File: config.mk
export PLATFORM = sky130hd
export DESIGN_NAME = dec_msg_compress_flat
export DESIGN_NICKNAME = d
export VERILOG_FILES = /design/src/rtl/dec_msg_compress_if.sv /design/src/rtl/dec_msg_compress.sv /design/src/flat_wrapper.sv
export SDC_FILE = /design/constraint.sdc
export NUM_CORES = 2
export LEC_CHECK = 0
export BUFFER_PORTS_ARGS = -buffer_cell sky130_fd_sc_hd__buf_2
export CAP_MARGIN = 20
export CORE_UTILIZATION = 40
export DETAILED_ROUTE_END_ITERATION = 7
export GPL_ROUTABILITY_DRIVEN = 0
export PLACE_DENSITY_LB_ADDON = 0.12
export SLEW_MARGIN = 20
export SYNTH_ARGS = -nofsm -noshare
export SYNTH_HDL_FRONTEND = slang
export SYNTH_SLANG_ARGS = --single-unit
File: constraint.sdc
create_clock -name clk -period 11.2 [get_ports clk]
set_clock_uncertainty 0.05 [all_clocks]
set_input_delay 1.12 -clock clk [delete_from_list [all_inputs] [get_ports clk]]
set_output_delay 1.12 -clock clk [all_outputs]
set_load 0.01 [all_outputs]
File: src/rtl/dec_msg_compress_if.sv
// rtl/dec_msg_compress_if.sv - M3 read port and message output bundle for dec_msg_compress
//
// Purpose: groups the slice request, the M3 read port and the message outputs.
// Signals:
//   start      slice request (one cycle)
//   M3_RAd     M3 read address
//   M3_RData   M3 read data, 8 lanes of signed 16-bit coefficients
//   busy       slice in progress
//   msg_valid  msg_byte/msg_idx valid this cycle
//   msg_idx    word index of msg_byte
//   msg_byte   compressed bits of one word, bit i from lane i
//   msg_slice  accumulated 64-bit message slice
//   done       one-cycle completion pulse
// Modports: slave = compressor side, master = controller/memory side.
interface dec_msg_compress_if;
  logic         start;
  logic [2:0]   M3_RAd;
  logic [127:0] M3_RData;
  logic         busy;
  logic         msg_valid;
  logic [2:0]   msg_idx;
  logic [7:0]   msg_byte;
  logic [63:0]  msg_slice;
  logic         done;

  modport slave (
    input  start, M3_RData,
    output M3_RAd, busy, msg_valid, msg_idx, msg_byte, msg_slice, done
  );

  modport master (
    output start, M3_RData,
    input  M3_RAd, busy, msg_valid, msg_idx, msg_byte, msg_slice, done
  );
endinterface

File: src/rtl/dec_msg_compress.sv
// rtl/dec_msg_compress.sv - M3 slice reduce mod q and 1-bit compress into message bytes
//
// Purpose: on start, reads NWORDS words from M3, reduces every signed 16-bit
// lane mod Q (Barrett), compresses each residue to one message bit and emits
// one packed byte per word plus the accumulated 64-bit slice.
// Ports:
//   clk    system clock
//   rst_n  synchronous active-low reset
//   bus    dec_msg_compress_if.slave (start, M3 read port, message outputs)
// Parameters: NWORDS (words per slice, power of 2, <= 8), RD_LAT (1 or 2), Q.
// Build option: DEC_MSG_BARRETT_PIPE_EN adds a register between the Barrett
// multiply and the subtract/correct step (one extra cycle of latency).
module dec_msg_compress #(
  parameter int NWORDS = 8,
  parameter int RD_LAT = 1,
  parameter int Q      = 3329
) (
  input logic               clk,
  input logic               rst_n,
  dec_msg_compress_if.slave bus
);

  localparam int CW = (NWORDS > 1) ? $clog2(NWORDS) : 1;
  localparam logic [CW-1:0]     LAST_CNT = CW'(NWORDS - 1);
  localparam logic [2:0]        LAST_IDX = 3'(NWORDS - 1);
  localparam logic signed [31:0] BARRETT_V = 32'sd20159;
  localparam logic signed [17:0] QS = 18'(Q);
  // bit = round(2r/Q) mod 2, i.e. Q/4 < r < 3Q/4
  localparam logic signed [17:0] LO = 18'(Q / 4 + 1);
  localparam logic signed [17:0] HI = 18'((3 * Q) / 4);

  typedef enum logic [1:0] {IDLE, READ, DRAIN, DONE} state_t;

  state_t        stateQ, stateD;
  logic [CW-1:0] cnt;
  logic          accept;

  // floor(x * v / 2^26); may be one off from floor(x / Q), fixed in msgBit
  function automatic logic signed [5:0] barrettQuot(input logic signed [15:0] x);
    logic signed [31:0] p;
    p = 32'(x) * BARRETT_V;
    return p[31:26];
  endfunction

  function automatic logic msgBit(input logic signed [15:0] x, input logic signed [5:0] t);
    logic signed [17:0] r;
    r = 18'(x) - 18'(t) * QS;
    if (r < 18'sd0) begin
      r = r + QS;
    end else if (r >= QS) begin
      r = r - QS;
    end
    return (r >= LO) && (r <= HI);
  endfunction

  assign accept = (stateQ == IDLE) && bus.start;

  always_ff @(posedge clk) begin
    if (!rst_n) begin
      stateQ <= IDLE;
    end else begin
      stateQ <= stateD;
    end
  end

  always_comb begin
    stateD = stateQ;
    case (stateQ)
      IDLE:    if (bus.start) stateD = READ;
      READ:    if (cnt == LAST_CNT) stateD = DRAIN;
      DRAIN:   if (bus.msg_valid && (bus.msg_idx == LAST_IDX)) stateD = DONE;
      DONE:    stateD = IDLE;
      default: stateD = IDLE;
    endcase
  end

  always_ff @(posedge clk) begin
    if (!rst_n) begin
      cnt <= '0;
    end else if (accept) begin
      cnt <= '0;
    end else if (stateQ == READ) begin
      cnt <= cnt + CW'(1);
    end
  end

  assign bus.busy   = (stateQ != IDLE);
  assign bus.done   = (stateQ == DONE);
  assign bus.M3_RAd = (stateQ == READ) ? 3'(cnt) : 3'd0;

  // Tag each issued address so its data is captured exactly RD_LAT cycles later
  logic [RD_LAT-1:0]      latVld;
  logic [RD_LAT-1:0][2:0] latIdx;

  always_ff @(posedge clk) begin
    if (!rst_n) begin
      latVld <= '0;
      latIdx <= '0;
    end else begin
      latVld[0] <= (stateQ == READ);
      latIdx[0] <= 3'(cnt);
      for (int i = 1; i < RD_LAT; i++) begin
        latVld[i] <= latVld[i-1];
        latIdx[i] <= latIdx[i-1];
      end
    end
  end

  logic         capVld;
  logic [2:0]   capIdx;
  logic [127:0] capData;

  always_ff @(posedge clk) begin
    if (!rst_n) begin
      capVld  <= 1'b0;
      capIdx  <= '0;
      capData <= '0;
    end else begin
      capVld <= latVld[RD_LAT-1];
      if (latVld[RD_LAT-1]) begin
        capIdx  <= latIdx[RD_LAT-1];
        capData <= bus.M3_RData;
      end
    end
  end

  logic       srcVld;
  logic [2:0] srcIdx;
  logic [7:0] packBits;

`ifdef DEC_MSG_BARRETT_PIPE_EN
  logic                  mulVld;
  logic [2:0]            mulIdx;
  logic [7:0][15:0]      mulX;
  logic [7:0][5:0]       mulT;

  always_ff @(posedge clk) begin
    if (!rst_n) begin
      mulVld <= 1'b0;
      mulIdx <= '0;
      mulX   <= '0;
      mulT   <= '0;
    end else begin
      mulVld <= capVld;
      if (capVld) begin
        mulIdx <= capIdx;
        for (int i = 0; i < 8; i++) begin
          mulX[i] <= capData[16*i +: 16];
          mulT[i] <= barrettQuot(capData[16*i +: 16]);
        end
      end
    end
  end

  always_comb begin
    srcVld   = mulVld;
    srcIdx   = mulIdx;
    packBits = '0;
    for (int i = 0; i < 8; i++) begin
      packBits[i] = msgBit(mulX[i], mulT[i]);
    end
  end
`else
  always_comb begin
    srcVld   = capVld;
    srcIdx   = capIdx;
    packBits = '0;
    for (int i = 0; i < 8; i++) begin
      packBits[i] = msgBit(capData[16*i +: 16], barrettQuot(capData[16*i +: 16]));
    end
  end
`endif

  always_ff @(posedge clk) begin
    if (!rst_n) begin
      bus.msg_valid <= 1'b0;
      bus.msg_idx   <= '0;
      bus.msg_byte  <= '0;
      bus.msg_slice <= '0;
    end else begin
      bus.msg_valid <= srcVld;
      if (srcVld) begin
        bus.msg_idx  <= srcIdx;
        bus.msg_byte <= packBits;
      end
      // Pipeline is empty whenever a start is accepted, so clear never races an update
      if (accept) begin
        bus.msg_slice <= '0;
      end else if (srcVld) begin
        bus.msg_slice[8*srcIdx +: 8] <= packBits;
      end
    end
  end

endmodule
File: src/flat_wrapper.sv
// flat-port wrapper written by rule: the top's interface ports become plain ports
module dec_msg_compress_flat 
#(
  parameter int NWORDS = 8,
  parameter int RD_LAT = 1,
  parameter int Q      = 3329
)
  (clk, rst_n, bus_start, bus_M3_RData, bus_M3_RAd, bus_busy, bus_msg_valid, bus_msg_idx, bus_msg_byte, bus_msg_slice, bus_done);
  dec_msg_compress_if bus_i ();
  input logic clk;
  input logic rst_n;
  input wire logic [$bits(bus_i.start)-1:0] bus_start;
  input wire logic [$bits(bus_i.M3_RData)-1:0] bus_M3_RData;
  output wire logic [$bits(bus_i.M3_RAd)-1:0] bus_M3_RAd;
  output wire logic [$bits(bus_i.busy)-1:0] bus_busy;
  output wire logic [$bits(bus_i.msg_valid)-1:0] bus_msg_valid;
  output wire logic [$bits(bus_i.msg_idx)-1:0] bus_msg_idx;
  output wire logic [$bits(bus_i.msg_byte)-1:0] bus_msg_byte;
  output wire logic [$bits(bus_i.msg_slice)-1:0] bus_msg_slice;
  output wire logic [$bits(bus_i.done)-1:0] bus_done;
  assign bus_i.start = bus_start;
  assign bus_i.M3_RData = bus_M3_RData;
  assign bus_M3_RAd = bus_i.M3_RAd;
  assign bus_busy = bus_i.busy;
  assign bus_msg_valid = bus_i.msg_valid;
  assign bus_msg_idx = bus_i.msg_idx;
  assign bus_msg_byte = bus_i.msg_byte;
  assign bus_msg_slice = bus_i.msg_slice;
  assign bus_done = bus_i.done;
  dec_msg_compress #(.NWORDS(NWORDS), .RD_LAT(RD_LAT), .Q(Q)) u_core (.clk(clk), .rst_n(rst_n), .bus(bus_i));
endmodule
==> run_results.csv <==
group,metric,value,unit
worst_setup_path,slowest_stage,"or4_4",
global_routing,antenna_found_initial,15,
global_routing,grt_overflow,0,
die,die_area,185000,um^2
route,num_vias,55871,
sta,setup_viol,0,
worst_setup_path,endpoint_kind,"register",
worst_setup_path,critPathRequiredTime,11.71,ns
die,die_y,430,um
flow_run,cap_violations,0,
sta,final-hold-violation-count,0,
sta,slew_viol_final,0,
synthesis,synth_cells,7986,
sta,fin_crit,11.12,ns
sta,slew_headroom,0.252,
route,met1Wirelength,88000,um
die,core-area,181000,um^2
sta,rsz0062_at_grt,"true",
synthesis,synth_nets,10710,
route,ant_nets,0,
clocking,cts.reportedPaths.clkPinSlew,0.06,ns
synthesis,netlist_area,73200,um^2
global_routing,grt_pass1_vias,59368,
die,boundaryPins,212,
route,drtPass1Iterations,5,
global_routing,grt_pass1_wl,316000,um
synthesis,synth-seq-cells,217,
hold_path,min_path_type,"reg -> reg",
finish,nFillCells,17478,
synthesis,synth-edff-count,0,
route,via_per_inst,4.93,
route,wl_met2,97400,um
clocking,numCtsBuffers,31,
worst_setup_path,worstSetupPathType,"reg -> reg",
placement,dp.cells,11189,
sta,worst-slew-pin-transition,1.12,ns
placement,dp.final_hpwl,168000,um
placement,io_buffers,211,
clocking,clk_path_buf_depth,3,
clocking,tritoncts,"yes",
synthesis,syn_area_per_cell,9.17,um^2
sta,finalCritPeriodShare,0.993,
clocking,worstSkewPairLatency,0.68,ns
route,dr_wl_met3,3980,um
synthesis,synth_flop_cell,"dfxtp_1",
sta,max_freq,89.9,MHz
finish,drive_gt1_frac,0.184,
clocking,cts_hold_buffers,0,
worst_setup_path,cp-start-kind,"register",
finish,instances_no_fill,11344,
die,rows,156,
finish,final_util,0.479,
worst_setup_path,crit_buf_inv,12,
worst_setup_path,cp_max_fo,5,
finish,areaGrowthSynthToFinish,18.6,%
clocking,cts_max_level,1,
die,fp.dieW,430,um
finish,layout.nets,11671,
clocking,cts_root_buffer,"clkbuf_16",
worst_setup_path,crit_family,"adder cells",
worst_setup_path,crit_top_cell,"fa_1",
global_routing,grt_max_degree,106,
clocking,clkSinkCount,217,
die,initial_core_util,0.404,
route,detail_route.wl_per_cell,17.1,um
global_routing,grt_use_total,0.212,
synthesis,ys_warn_count,0,
route,top_layer,"met4",
worst_setup_path,arrival,11.64,ns
run_status,status,"finished, final reports clean",
route,drt_iter0_drc,1974,
synthesis,synthDistinctLibCells,115,
synthesis,ys_async_sr_fraction,0,
route,wirelength,194000,um
worst_setup_path,slowest_delay,0.56,ns
route,drc,0,
synthesis,seq_area_frac_synth,0.0593,
-- routing by layer --
layer	up-vias	global-route usage
met5	-	0
met4	0	0.0413
met3	145	0.0121
met2	560	0.380
met1	27601	0.281
li1	27565	-
-- registers in the layout, summed over array words and instances, names as in the netlist --
name and flops:
u_core.latVld 1, u_core.latIdx 3, u_core.cnt 3, u_core.capVld 1
u_core.bus.msg_valid 1, u_core.bus.msg_idx 3, u_core.bus.msg_byte 8, u_core.stateQ 2
u_core.capData 128, u_core.bus.msg_slice 64, u_core.capIdx 3
-- worst register-to-register path, delay by kind of cell, from the launching register on --
kind | cells | cell delay [ns]
fa+ha+maj | 12 | 4.81
simple gates | 4 | 1.28
buf+inv | 12 | 0.88
compound gates | 18 | 3.19
xor+xnor | 3 | 0.50
flops | 1 | 0.35
-- layout make-up --
| cell class | count | area [um^2] | area share |
|---|---|---|---|
| Multi-Input combinational cell | 5503 | 62600 | 0.721 |
| Inverter | 2152 | 8130 | 0.0936 |
| Timing Repair Buffer | 1042 | 7620 | 0.0877 |
| Sequential cell | 217 | 4430 | 0.0510 |
| Tap cell | 2370 | 2970 | 0.0342 |
| Clock buffer | 41 | 885 | 0.0102 |
| Clock inverter | 15 | 223 | 0.00257 |
| Antenna cell | 4 | 10.0 | 0.000115 |
-- cells by family after synthesis --
group,count (synthesis),share of synthesized area
fa+ha+maj,2593,0.568
buf+inv,2268,0.117
simple gates,1355,0.0941
compound gates,1047,0.0979
xor+xnor,317,0.0382
flops,217,0.0593
mux,189,0.0260
-- per-stage QoR --
stage / TNS [ns] / hold WS (ns) / area (um^2) / worst slack, ns
after floorplan: 0 / 0.391 / 73300 / 0.00502
after global placement: -10.28 / 0.385 / 82500 / -0.418
after detailed placement: -15.44 / 0.390 / 82500 / -0.444
after CTS: -0.00323 / 0.401 / 84500 / -0.00323
after global routing: -11.07 / 0.422 / 86800 / -0.355
final: 0 / 0.397 / 86800 / 0.0789
-- Yosys cell counts (39+ instances only) --
cell type,number,area (um^2)
a211oi_1,54,405
a21o_1,69,518
a21oi_1,229,1150
a31oi_1,49,307
clkbuf_1,93,349
dfxtp_1,217,4340
fa_1,1214,24300
ha_1,1379,17300
inv_1,2151,8070
mux2i_1,180,1800
nand2_1,240,901
nand2b_1,64,400
nand3_1,107,536
nand4_1,41,257
nor2_1,421,1580
nor2b_1,52,325
nor3_1,106,531
o211ai_1,41,308
o21a_1,54,405
o21ai_0,196,981
or3_1,39,244
xnor2_1,211,1850
xor2_1,104,911
-- placed cells by master, fill, tap and decap left out, drive strengths merged, types with 38 or more instances in the layout --
cell type  count
o211ai        41
clkbuf        43
nand3        108
a21oi        231
nand2        241
nand2b        64
mux2i        181
a21o          69
nor3         107
nand4         41
a211oi        54
buf         1040
nor2b         52
fa          1214
nor2         423
ha          1379
dfxtp        217
and2          38
or2           40
o21a          54
xnor2        211
o21ai        210
xor2         105
inv         2150
a31oi         50
or3           40
-- what timing repair did --
action | 4_1_cts | 5_1_grt
endpoints found under the hold margin | 0 | 0
pin swaps | 73 | 277
gates cloned | 2 | 4
setup buffers | 23 | 72
gates resized for setup | 144 | 436
setup endpoints to repair | 61 | 72
-- path summary, 6_finish.rpt --
path                                                             from                                    end  slack [ns]  cells after the start
worst min-delay path            u_core.bus.msg_slice[48]$_SDFFE_PP0P_  u_core.bus.msg_slice[48]$_SDFFE_PP0P_        0.40                      2
worst min register to register  u_core.bus.msg_slice[48]$_SDFFE_PP0P_  u_core.bus.msg_slice[48]$_SDFFE_PP0P_        0.40                      2
worst max-delay path                  u_core.capData[88]$_SDFFE_PN0P_  u_core.bus.msg_slice[21]$_SDFFE_PP0P_        0.08                     49
worst max register to register        u_core.capData[88]$_SDFFE_PN0P_  u_core.bus.msg_slice[21]$_SDFFE_PP0P_        0.08                     49
Power is not shown: default switching activity piles up to over one toggle a cycle in this logic, so the estimate is an artifact.
